## config.mk

```make
export PLATFORM = sky130hd
export DESIGN_NAME = spi_slave
export DESIGN_NICKNAME = d
export VERILOG_FILES = /design/src/rtl/spi_slave.sv
export SDC_FILE = /design/constraint.sdc
export NUM_CORES = 1
export LEC_CHECK = 0
export CAP_MARGIN = 20
export CORE_ASPECT_RATIO = 1.5
export CORE_UTILIZATION = 35
export DETAILED_ROUTE_END_ITERATION = 10
export MAX_ROUTING_LAYER = met4
export PLACE_DENSITY = 0.59
export SLEW_MARGIN = 15
export SYNTH_ARGS = -nofsm -noshare
export SYNTH_HDL_FRONTEND = slang
export SYNTH_SLANG_ARGS = --single-unit
```

## constraint.sdc

```tcl
create_clock -name clk -period 1.9 [get_ports clk]
set_input_delay 0.38 -clock clk [delete_from_list [all_inputs] [get_ports clk]]
set_output_delay 0.38 -clock clk [all_outputs]
set_load 0.01 [all_outputs]
```

## src/rtl/spi_slave.sv

```systemverilog
// SPI mode-0 target, MSB first, fully oversampled on clk (nothing runs on sclk).
// Receives words on mosi and returns words from a one-deep valid/ready TX buffer.
module spi_slave #(
  parameter int                    DATA_WIDTH  = 8,
  parameter int                    SYNC_STAGES = 2,
  parameter logic [DATA_WIDTH-1:0] IDLE_WORD   = {DATA_WIDTH{1'b1}}
) (
  input  logic                  clk,
  input  logic                  rst_n,
  input  logic                  sclk,
  input  logic                  mosi,
  input  logic                  ss_n,
  output logic                  miso,
  output logic                  miso_en,
  input  logic [DATA_WIDTH-1:0] tx_data,
  input  logic                  tx_valid,
  output logic                  tx_ready,
  output logic [DATA_WIDTH-1:0] rx_data,
  output logic                  rx_valid,
  output logic                  tx_underrun,
  output logic                  frame_abort
);
  localparam int CW = $clog2(DATA_WIDTH + 1);

  typedef enum logic {IDLE, SHIFT} state_e;

  logic [SYNC_STAGES-1:0] sclk_sync_q, mosi_sync_q, ss_sync_q;
  logic                   sclk_d1_q, ss_d1_q;
  logic                   sclk_s, mosi_s, ss_n_s;
  logic                   sclk_rise, sclk_fall, ss_fall, ss_rise;

  always_ff @(posedge clk or negedge rst_n) begin
    if (!rst_n) begin
      sclk_sync_q <= '0;
      mosi_sync_q <= '0;
      ss_sync_q   <= '1;
      sclk_d1_q   <= 1'b0;
      ss_d1_q     <= 1'b1;
    end else begin
      sclk_sync_q <= {sclk_sync_q[SYNC_STAGES-2:0], sclk};
      mosi_sync_q <= {mosi_sync_q[SYNC_STAGES-2:0], mosi};
      ss_sync_q   <= {ss_sync_q[SYNC_STAGES-2:0], ss_n};
      sclk_d1_q   <= sclk_s;
      ss_d1_q     <= ss_n_s;
    end
  end

  assign sclk_s    = sclk_sync_q[SYNC_STAGES-1];
  assign mosi_s    = mosi_sync_q[SYNC_STAGES-1];
  assign ss_n_s    = ss_sync_q[SYNC_STAGES-1];
  assign sclk_rise =  sclk_s & ~sclk_d1_q;
  assign sclk_fall = ~sclk_s &  sclk_d1_q;
  assign ss_fall   = ~ss_n_s &  ss_d1_q;
  assign ss_rise   =  ss_n_s & ~ss_d1_q;

  // The word's MSB lives in miso_q, so the shifters only hold the other bits.
  state_e                state_q, state_d;
  logic [CW-1:0]         bit_cnt_q, bit_cnt_d;
  logic                  word_done_q, word_done_d;
  logic [DATA_WIDTH-2:0] tx_shift_q, tx_shift_d;
  logic [DATA_WIDTH-2:0] rx_shift_q, rx_shift_d;
  logic [DATA_WIDTH-1:0] rx_data_q, rx_data_d;
  logic [DATA_WIDTH-1:0] txbuf_q, txbuf_d;
  logic                  tx_ready_q, tx_ready_d;
  logic                  rx_valid_q, rx_valid_d;
  logic                  tx_underrun_q, tx_underrun_d;
  logic                  frame_abort_q, frame_abort_d;
  logic                  miso_q, miso_d;
  logic                  miso_en_q, miso_en_d;
  logic                  load;
  logic [DATA_WIDTH-1:0] rx_next, load_word;

  assign rx_next   = {rx_shift_q, mosi_s};
  assign load_word = tx_ready_q ? IDLE_WORD : txbuf_q;

  always_comb begin
    state_d       = state_q;
    bit_cnt_d     = bit_cnt_q;
    word_done_d   = word_done_q;
    tx_shift_d    = tx_shift_q;
    rx_shift_d    = rx_shift_q;
    rx_data_d     = rx_data_q;
    txbuf_d       = txbuf_q;
    tx_ready_d    = tx_ready_q;
    rx_valid_d    = 1'b0;
    tx_underrun_d = 1'b0;
    frame_abort_d = 1'b0;
    miso_d        = miso_q;
    miso_en_d     = miso_en_q;
    load          = 1'b0;
    case (state_q)
      IDLE: begin
        miso_d    = 1'b0;
        miso_en_d = 1'b0;
        if (ss_fall) begin
          state_d     = SHIFT;
          load        = 1'b1;
          miso_en_d   = 1'b1;
          bit_cnt_d   = '0;
          rx_shift_d  = '0;
          word_done_d = 1'b0;
        end
      end
      SHIFT: begin
        if (ss_rise) begin
          state_d       = IDLE;
          miso_en_d     = 1'b0;
          miso_d        = 1'b0;
          word_done_d   = 1'b0;
          frame_abort_d = (bit_cnt_q != '0);
        end else begin
          if (sclk_rise) begin
            rx_shift_d = rx_next[DATA_WIDTH-2:0];
            if (bit_cnt_q == CW'(DATA_WIDTH - 1)) begin
              rx_data_d   = rx_next;
              rx_valid_d  = 1'b1;
              bit_cnt_d   = '0;
              word_done_d = 1'b1;
            end else begin
              bit_cnt_d = bit_cnt_q + CW'(1);
            end
          end
          if (sclk_fall) begin
            if (word_done_q) begin
              load        = 1'b1;
              word_done_d = 1'b0;
            end else begin
              miso_d     = tx_shift_q[DATA_WIDTH-2];
              tx_shift_d = {tx_shift_q[DATA_WIDTH-3:0], 1'b0};
            end
          end
        end
      end
      default: state_d = IDLE;
    endcase
    // Load sees the pre-write buffer; a same-cycle write stays buffered.
    if (load) begin
      miso_d        = load_word[DATA_WIDTH-1];
      tx_shift_d    = load_word[DATA_WIDTH-2:0];
      tx_underrun_d = tx_ready_q;
      tx_ready_d    = 1'b1;
    end
    if (tx_valid && tx_ready_q) begin
      txbuf_d    = tx_data;
      tx_ready_d = 1'b0;
    end
  end

  always_ff @(posedge clk or negedge rst_n) begin
    if (!rst_n) begin
      state_q       <= IDLE;
      bit_cnt_q     <= '0;
      word_done_q   <= 1'b0;
      tx_shift_q    <= '0;
      rx_shift_q    <= '0;
      rx_data_q     <= '0;
      txbuf_q       <= '0;
      tx_ready_q    <= 1'b1;
      rx_valid_q    <= 1'b0;
      tx_underrun_q <= 1'b0;
      frame_abort_q <= 1'b0;
      miso_q        <= 1'b0;
      miso_en_q     <= 1'b0;
    end else begin
      state_q       <= state_d;
      bit_cnt_q     <= bit_cnt_d;
      word_done_q   <= word_done_d;
      tx_shift_q    <= tx_shift_d;
      rx_shift_q    <= rx_shift_d;
      rx_data_q     <= rx_data_d;
      txbuf_q       <= txbuf_d;
      tx_ready_q    <= tx_ready_d;
      rx_valid_q    <= rx_valid_d;
      tx_underrun_q <= tx_underrun_d;
      frame_abort_q <= frame_abort_d;
      miso_q        <= miso_d;
      miso_en_q     <= miso_en_d;
    end
  end

  assign miso        = miso_q;
  assign miso_en     = miso_en_q;
  assign tx_ready    = tx_ready_q;
  assign rx_data     = rx_data_q;
  assign rx_valid    = rx_valid_q;
  assign tx_underrun = tx_underrun_q;
  assign frame_abort = frame_abort_q;
endmodule
```

==> results of run 1 <==
## state kept, by name, indices dropped and copies added (netlist names)
signal,count
state_q,1
sclk_sync_q,2
rx_valid,1
ss_sync_q,2
word_done_q,1
txbuf_q,8
miso_en,1
bit_cnt_q,4
tx_underrun,1
rx_data,8
miso,1
rx_shift_q,7
tx_shift_q,7
ss_d1_q,1
mosi_sync_q,2
frame_abort,1
tx_ready,1
sclk_d1_q,1
## worst min path at each step
stage                        start              to  slack [ns]  depth (start not counted)
finish                       rst_n            miso        0.04                          2
global route                 rst_n      txbuf_q[4]        0.07                          2
CTS                          rst_n      txbuf_q[4]        0.05                          2
detailed placement  sclk_sync_q[0]  sclk_sync_q[1]        0.34                          0
global placement    mosi_sync_q[0]  mosi_sync_q[1]        0.34                          0
floorplan                    rst_n    bit_cnt_q[0]        0.08                          0
## power by group through the flow
stage | Clock [uW] | Sequential, uW | Combinational, uW
final | 593 | 1480 | 568
after global routing | 668 | 1510 | 634
after CTS | 624 | 1480 | 583
after detailed placement | 0 | 1530 | 541
after global placement | 0 | 1530 | 531
after floorplan | 0 | 1450 | 378
## per-stage QoR
stage	instances	hold slack [ns]	setup WS, ns	util [%]
finish	287	0.0434	0.142	44.7
CTS	287	0.0541	0.131	44.7
global placement	279	0.335	0.210	43.1
floorplan	182	0.0844	0.308	-
global route	287	0.0685	0.0321	44.7
detailed placement	279	0.338	0.146	43.1
## layer usage
layer / share of wire, % / vias to the layer above / routed length (microns)
li1: - / 731 / -
met1: 43 / 763 / 1850
met2: 52 / 28 / 2220
met3: 3.5 / 8 / 152
met4: 1.7 / 0 / 72
met5: 0 / - / 0
## cell usage after synthesis (all sizes together)
| master | instances |
|---|---|
| dfrtp | 46 |
| nand3 | 17 |
| mux2 | 16 |
| nand2 | 15 |
| o21ai | 11 |
| a211oi | 7 |
| clkbuf | 7 |
| inv | 7 |
| o2bb2ai | 6 |
| o32ai | 6 |
| dfstp | 4 |
| and2 | 3 |
| buf | 3 |
| nand3b | 3 |
| nor2 | 3 |
| o211ai | 3 |
| o21a | 3 |
| a21oi | 2 |
| and3b | 2 |
| ha | 2 |
| o22ai | 2 |
| a211o | 1 |
| a21boi | 1 |
| a22o | 1 |
| and4b | 1 |
| and4bb | 1 |
| maj3 | 1 |
| nand2b | 1 |
| nand4 | 1 |
| nor2b | 1 |
| nor3b | 1 |
| o221ai | 1 |
| or2 | 1 |
| or3 | 1 |
| or4b | 1 |
## area by class of cell
cell class	count	area [sq um]	share of cell area [%]
Tap cell	72	90.1	3.44
Inverter	7	26.3	1.00
Clock buffer	5	68.8	2.63
Timing Repair Buffer	36	345	13.2
Multi-Input combinational cell	115	820	31.3
Sequential cell	50	1260	47.9
Clock inverter	2	15.0	0.573
## kinds of logic after synthesis
family | after synthesis | synth area share, %
AO/OA/AOI/OAI | 44 | 14.5
multiplexers | 16 | 8.33
adder cells (fa/ha/maj) | 3 | 1.62
flip-flops | 50 | 58.1
AND/OR/NAND/NOR | 52 | 13.4
buffers and inverters | 17 | 3.99
## cell usage in the layout (no fill, tap or decap), drive strengths merged, types with 4 or more instances in the layout
cell type / synthesis / final
nand2: 15 / 15
clkdlybuf4s50: 0 / 26
buf: 3 / 10
a211oi: 7 / 7
clkbuf: 7 / 5
o21ai: 11 / 11
inv: 7 / 7
dfstp: 4 / 4
nand3: 17 / 17
o32ai: 6 / 6
dfrtp: 46 / 46
mux2: 16 / 16
o2bb2ai: 6 / 6
==> results_dict.tcl, run 1 <==
set metrics [dict create \
    setup_tns_ns 0 \
    firstDrtPassIters 4 \
    postSynthCellCount 182 \
    final_area_sq_um 2620 \
    p_clk_share_pct 22.5 \
    netlist-cell-type-count 38 \
    n_fill_cell 588 \
    ir_drop_v 0.000373 \
    dieArea_sq_um 6500 \
    slew_violations 0 \
    rr_startpoint "bit_cnt_q[0]" \
    critPathBufInv 1 \
    power_frac_comb_pct 21.5 \
    syn_nets 198 \
    power_uw 2640 \
    die_x_microns 66.2 \
    wl_per_cell_microns 15.0 \
    grt_pass1_wl_mm 7.33 \
    p_per_area_nw_per_um2 1010 \
    synth_area_leaders "dfrtp_1 53%, mux2_2 8.3%, dfstp_2 4.9%, nand3_1 3.7%, nand2_1 2.6%" \
    port_buffers 27 \
    hp-class "input port to async pin" \
    slowest_stage "dfstp_2" \
    clock_skew_ns 0.00678 \
    drive_gt1_share_pct 19.1 \
    grtUsageTotal_pct 15.1 \
    ff2ff_path_depth 5 \
    leakage_uw 0.00112 \
    yosysWarningCount 0 \
    max_freq_ghz 0.569 \
    grt_pass1_vias 1523 \
    syn2layout_area_growth_pct 21.2 \
    power.switching_uw 769 \
    antenna_cells 0 \
    cts_tree "yes" \
    clock-sinks 50 \
    cp-start-kind "register" \
    path_clk_slew_ns 0.09 \
    slew_headroom_pct 66.6 \
    postCtsSetupRepairBufs 1 \
    outcome "completed" \
    via_count 1530 \
    placed_area_sq_um 2530 \
    wl_mm 4.30 \
    worstPathArrival_ns 1.38 \
    finalWeightedCongestion 0.810 \
    synth_top_cell_by_area "dfrtp_1" \
    crit_start "tx_ready" \
    worstSetupEndpointType "output pin" \
    slowest_delay_ns 0.55 \
    cts_max_path_buffers 2 \
    drv_cap 0 \
    rows 34 \
    swShare_pct 29.1 \
    busiest_layer "met2" \
    seq_area_frac_synth_pct 58.1 \
    grt-ovfl-total 0 \
    grt_max_degree 51 \
    drt-initial-drc-count 53 \
    core_sq_um 5870 \
    p_int_uw 1870 \
    layout_min_cycle_time_ns 1.76 \
    met2_usage_pct 24.8 \
    crit_family "flip-flops" \
    final_nets 231 \
    grt_util_met1_pct 17.9 \
    worstSetupPathType "register to output pin" \
    period_share_pct 92.5 \
    endpoint "tx_ready" \
    p_seq_share_pct 56.0 \
    path_cells "clkdlybuf4s50_1" \
    use_met3_pct 3.15 \
    clk_latency_ns 0.30 \
    finalSetupViolCount 0 \
    synth_top_area_share_pct 53.2 \
    ant_nets 0 \
    cts-root-buf "clkbuf_8" \
    ys_ff_latch 50 \
    required_ns 1.52 \
    r2r-end "rx_data[0]" \
    die_h_microns 98.3 \
    syn_area_sq_um 2160 \
    worst_slew_pin_slew_ns 0.497 \
    floorplan.initialDensity_pct 36.8 \
    worstPathMaxFanout 2 \
    cts_buffers 5 \
    report.final.hold_viol_count 0 \
    antenna_found_initial 0 \
    synth_area_per_cell_sq_um 11.9 \
    path_depth 1 \
    rsz0062_at_grt "false" \
    cts_resized 0 \
    drc 0 \
    cts_hold_buf 0 \
    vias_per_cell 5.33 \
    dpl.hpwl_mm 2.99 \
    io_pins 28 \
    htree_levels 2 \
    reg2reg_setup_slack_ns 0.16 \
]
No activity file was read; power rests on OpenSTA's default activity.
==> inputs of run 2 (changes only) <==
ABC_CLOCK_PERIOD_IN_PS = 1900   (was unset)
CORE_MARGIN = 2   (was unset)
TNS_END_PERCENT = 20   (was unset)
==> run 2 against run 1 <==
  * Critical path type unchanged
  * Clock skew is 0.0027 ns higher
  * Global-route usage is 0.33 points lower
  * Critical endpoint unchanged
  * Sequential power hardly changed
  * Non-clock buffer count is 3 higher
  * Core utilization is 0.53 points lower
  * Maximum frequency is 0.41% lower
  * Worst hold slack worse by 0.032 ns
  * Highest routed layer unchanged
  * Critical path depth stayed put
  * Clock-buffer cell count is 1 higher
  * Clock power is 12% higher
  * Register-to-register slack better by 0.08 ns
  * Die area is 5.1% higher
==> results_dict.tcl, run 2 (synthesized netlist as in run 1, its figures left out) <==
set metrics [dict create \
    cts-root-buf "clkbuf_8" \
    ant_nets 0 \
    slew_violations 0 \
    ir_drop_v 0.000489 \
    worstPathMaxFanout 2 \
    layout_min_cycle_time_ns 1.76 \
    slowest_stage "dfstp_2" \
    dpl.hpwl_mm 3.13 \
    floorplan.initialDensity_pct 35.8 \
    finalSetupViolCount 0 \
    cts_buffers 5 \
    reg2reg_setup_slack_ns 0.24 \
    die_h_microns 100 \
    layout_setup_ws_ns 0.135 \
    path_clk_slew_ns 0.09 \
    report.final.hold_viol_count 0 \
    syn2layout_area_growth_pct 23.3 \
    layout_common_cells "46 x dfrtp_1, 26 x clkdlybuf4s50_1, 16 x nand3_1, 16 x mux2_2, 15 x nand2_1" \
    drv_cap 0 \
    crit_family "flip-flops" \
    hp-class "input port to async pin" \
    power_uw 2720 \
    period_share_pct 92.9 \
    drt-initial-drc-count 74 \
    setup_tns_ns 0 \
    antenna_found_initial 0 \
    grtUsageTotal_pct 14.8 \
    via_count 1552 \
    worst_slew_pin_slew_ns 0.453 \
    htree_levels 2 \
    final_nets 234 \
    finalWeightedCongestion 0.792 \
    vias_per_cell 5.30 \
    n_fill_cell 601 \
    dp_cells 284 \
    clock-sinks 50 \
    clk_latency_ns 0.31 \
    clock_skew_ns 0.00952 \
    port_buffers 27 \
    worstSetupPathType "register to output pin" \
    firstDrtPassIters 4 \
    cts_tree "yes" \
    worstSetupEndpointType "output pin" \
    grt_max_degree 33 \
    slew_headroom_pct 69.8 \
    required_ns 1.52 \
    rsz0062_at_grt "false" \
    rows 35 \
    die_x_microns 68.2 \
    path_cells "clkdlybuf4s50_1" \
    final_common_cell "dfrtp_1" \
    slowest_delay_ns 0.55 \
    critPathBufInv 1 \
    place_ws_ns 0.155 \
    multi_input_area_sq_um 825 \
    worstPathArrival_ns 1.38 \
    wl_mm 4.38 \
    grt-ovfl-total 0 \
    wl_per_cell_microns 14.9 \
    grt_pass1_wl_mm 7.45 \
    cp-start-kind "register" \
    max_freq_ghz 0.567 \
    drive_gt1_share_pct 21.0 \
    final_cells 293 \
    area.sequential_sq_um 1260 \
    dieArea_sq_um 6840 \
    antenna_cells 0 \
    grt_pass1_vias 1591 \
    core_sq_um 6040 \
    leakage_uw 0.00114 \
    cts_max_path_buffers 2 \
    p_per_area_nw_per_um2 1020 \
    io_pins 28 \
    drc 0 \
    outcome "completed" \
]
## run 2: layout make-up
class,instances,share of cell area (%)
sequential,50,47.1
timing repair buffer,39,13.8
inverter,7,0.985
clock buffer,6,3.10
tap,74,3.47
multi-input combinational,115,30.9
clock inverter,2,0.610
## run 2: where the power goes
| group | internal, uW | switching [uW] | total (uW) | leakage [uW] |
|---|---|---|---|---|
| clock | 300 | 364 | 665 | 0.0000478 |
| combinational | 324 | 257 | 581 | 0.000464 |
| sequential | 1300 | 171 | 1470 | 0.000632 |
## run 2: path summary, 6_finish.rpt
check,cells past startpoint,startpoint,end
min reg2reg,0,mosi_sync_q[0],mosi_sync_q[1]
min,1,rst_n,tx_shift_q[4]
max,1,tx_ready,tx_ready
min in group clk,0,mosi_sync_q[0],mosi_sync_q[1]
max in group asynchronous,2,rst_n,ss_sync_q[1]
max reg2reg,5,bit_cnt_q[1],rx_data[4]
## run 2: timing repair
action / CTS / global route
hold buffers: 0 / 0
gates resized for setup: 0 / 1
setup buffers: 1 / 0
endpoints found under the setup margin: 1 / 8
## run 2: metrics by stage
| step | util [%] | instance area [sq um] | hold WS (ns) |
|---|---|---|---|
| 4_1_cts | 44.0 | 2660 | 0.0218 |
| 5_1_grt | 44.1 | 2670 | 0.0410 |
| 3_3_place_gp | 42.3 | 2550 | 0.334 |
| 2_1_floorplan | - | 2160 | 0.0844 |
| 3_5_place_dp | 42.3 | 2550 | 0.338 |
| 6_report | 44.1 | 2670 | 0.0111 |
## run 2: per-layer routing
layer	share of wire (%)	vias to the layer above	GRT usage, %
met5	0	-	-
met4	1.4	0	4.62
met3	3.8	8	3.03
met2	53	40	24.6
met1	42	771	17.6
li1	-	733	-
==> inputs of run 3 (changes only) <==
PLACE_DENSITY = 0.6   (was 0.59)
==> run 3 against run 2 <==
  * Critical path depth did not move
  * Worst hold slack improved by 0.027 ns
  * Wire length fell by 3.4%
  * Sequential power barely moved
  * Cell area fell by 1.9%
  * Flip-flop and latch count did not move
  * Worst setup slack improved by 0.016 ns
  * Clock skew fell by 0.0057 ns
  * Critical path type unchanged
  * Largest cell class unchanged
==> results_dict.tcl, run 3 (synthesized netlist as in run 1, its figures left out) <==
set metrics [dict create \
    final_common_cell "dfrtp_1" \
    antenna_cells 0 \
    core_sq_um 6040 \
    drive_gt1_share_pct 18.7 \
    fin_util_pct 43.3 \
    worstPathArrival_ns 1.37 \
    placed_area_sq_um 2520 \
    critPathBufInv 1 \
    setup_tns_ns 0 \
    port_buffers 27 \
    crit_family "flip-flops" \
    drc 0 \
    syn2layout_area_growth_pct 21.0 \
    antenna_found_initial 0 \
    path_clk_slew_ns 0.09 \
    grtUsageTotal_pct 14.3 \
    drv_cap 0 \
    ant_nets 0 \
    finalSetupViolCount 0 \
    cts_max_path_buffers 2 \
    layout_common_cells "46 x dfrtp_1, 26 x clkdlybuf4s50_1, 16 x nand3_1, 16 x mux2_2, 15 x nand2_1" \
    slowest_delay_ns 0.54 \
    outcome "completed" \
    period_share_pct 92.1 \
    htree_levels 2 \
    die_x_microns 68.2 \
    worstSetupEndpointType "output pin" \
    final_cells 288 \
    clk_latency_ns 0.30 \
    slowest_stage "dfstp_2" \
    report.final.hold_viol_count 0 \
    firstDrtPassIters 4 \
    cp-start-kind "register" \
    floorplan.initialDensity_pct 35.8 \
    hp-class "input port to async pin" \
    ir_drop_v 0.000481 \
    via_count 1506 \
    vias_per_cell 5.23 \
    die_h_microns 100 \
    grt-ovfl-total 0 \
    rr_startpoint "bit_cnt_q[1]" \
    final_nets 230 \
    grt_max_degree 31 \
    grt_pass1_wl_mm 7.29 \
    finalWeightedCongestion 0.831 \
    rsz0062_at_grt "false" \
    cts_buffers 5 \
    worstPathMaxFanout 2 \
    final_area_sq_um 2620 \
    slew_headroom_pct 66.9 \
    layout_min_cycle_time_ns 1.75 \
    reg2reg_setup_slack_ns 0.18 \
    max_freq_ghz 0.572 \
    cts-root-buf "clkbuf_8" \
    cts_hold_buf 0 \
    wl_per_cell_microns 14.7 \
    clock-sinks 50 \
    slew_violations 0 \
    clock_skew_ns 0.00381 \
    dp_cells 280 \
    leakage_uw 0.00111 \
    r2r-end "rx_data[4]" \
    drt-initial-drc-count 56 \
    cts_tree "yes" \
    wl_mm 4.23 \
    rows 35 \
    grt_pass1_vias 1538 \
    p_per_area_nw_per_um2 1010 \
    cts_resized 0 \
    worstSetupPathType "register to output pin" \
    worst_slew_pin_slew_ns 0.496 \
    dieArea_sq_um 6840 \
    ff2ff_path_depth 5 \
    required_ns 1.52 \
    fin_hold_ws_ns 0.0377 \
    io_pins 28 \
    path_cells "clkdlybuf4s50_1" \
    dpl.hpwl_mm 2.97 \
]
==> run 3: per-stage QoR <==
| step | power, uW | setup WS (ns) |
|---|---|---|
| finish | 2630 | 0.151 |
| global route | 2810 | 0.0200 |
| CTS | 2680 | 0.131 |
| detailed placement | 2060 | 0.166 |
| global placement | 2050 | 0.206 |
| floorplan | 1830 | 0.308 |
==> run 3: report_power, final <==
group,internal [uW],switching (uW)
clock network,252,337
logic,316,250
registers,1300,174
total,1870,762
==> run 3: area by class of cell <==
class / instances / area (sq um)
repair buffers: 35 / 338
fillers: 599 / 3430
well taps: 74 / 92.6
clock buffers: 5 / 68.8
flip-flops and latches: 50 / 1260
clock inverters: 2 / 15.0
inverters: 7 / 26.3
multi-input cells: 115 / 820
==> run 3: per-layer routing <==
metal	share of wire, %	wire (microns)	global-route usage [%]	vias up
met5	0	0	-	-
met4	1.5	64	4.15	0
met3	3.4	145	3.03	8
met2	51	2170	22.9	39
met1	44	1840	17.9	729
li1	-	-	-	730
==> run 3: worst max path at each step <==
stage / startpoint / cells after the start / end
final: tx_ready / 1 / tx_ready
after global routing: bit_cnt_q[0] / 5 / rx_data[5]
after CTS: tx_ready / 1 / tx_ready
after detailed placement: bit_cnt_q[1] / 5 / rx_data[6]
after global placement: bit_cnt_q[0] / 5 / rx_data[7]
after floorplan: ss_sync_q[1] / 6 / miso
==> run 3: repair_timing <==
action | in CTS | in global routing
hold endpoints to repair | 0 | 0
setup buffers | 1 | 0
endpoints found under the setup margin | 1 | 0
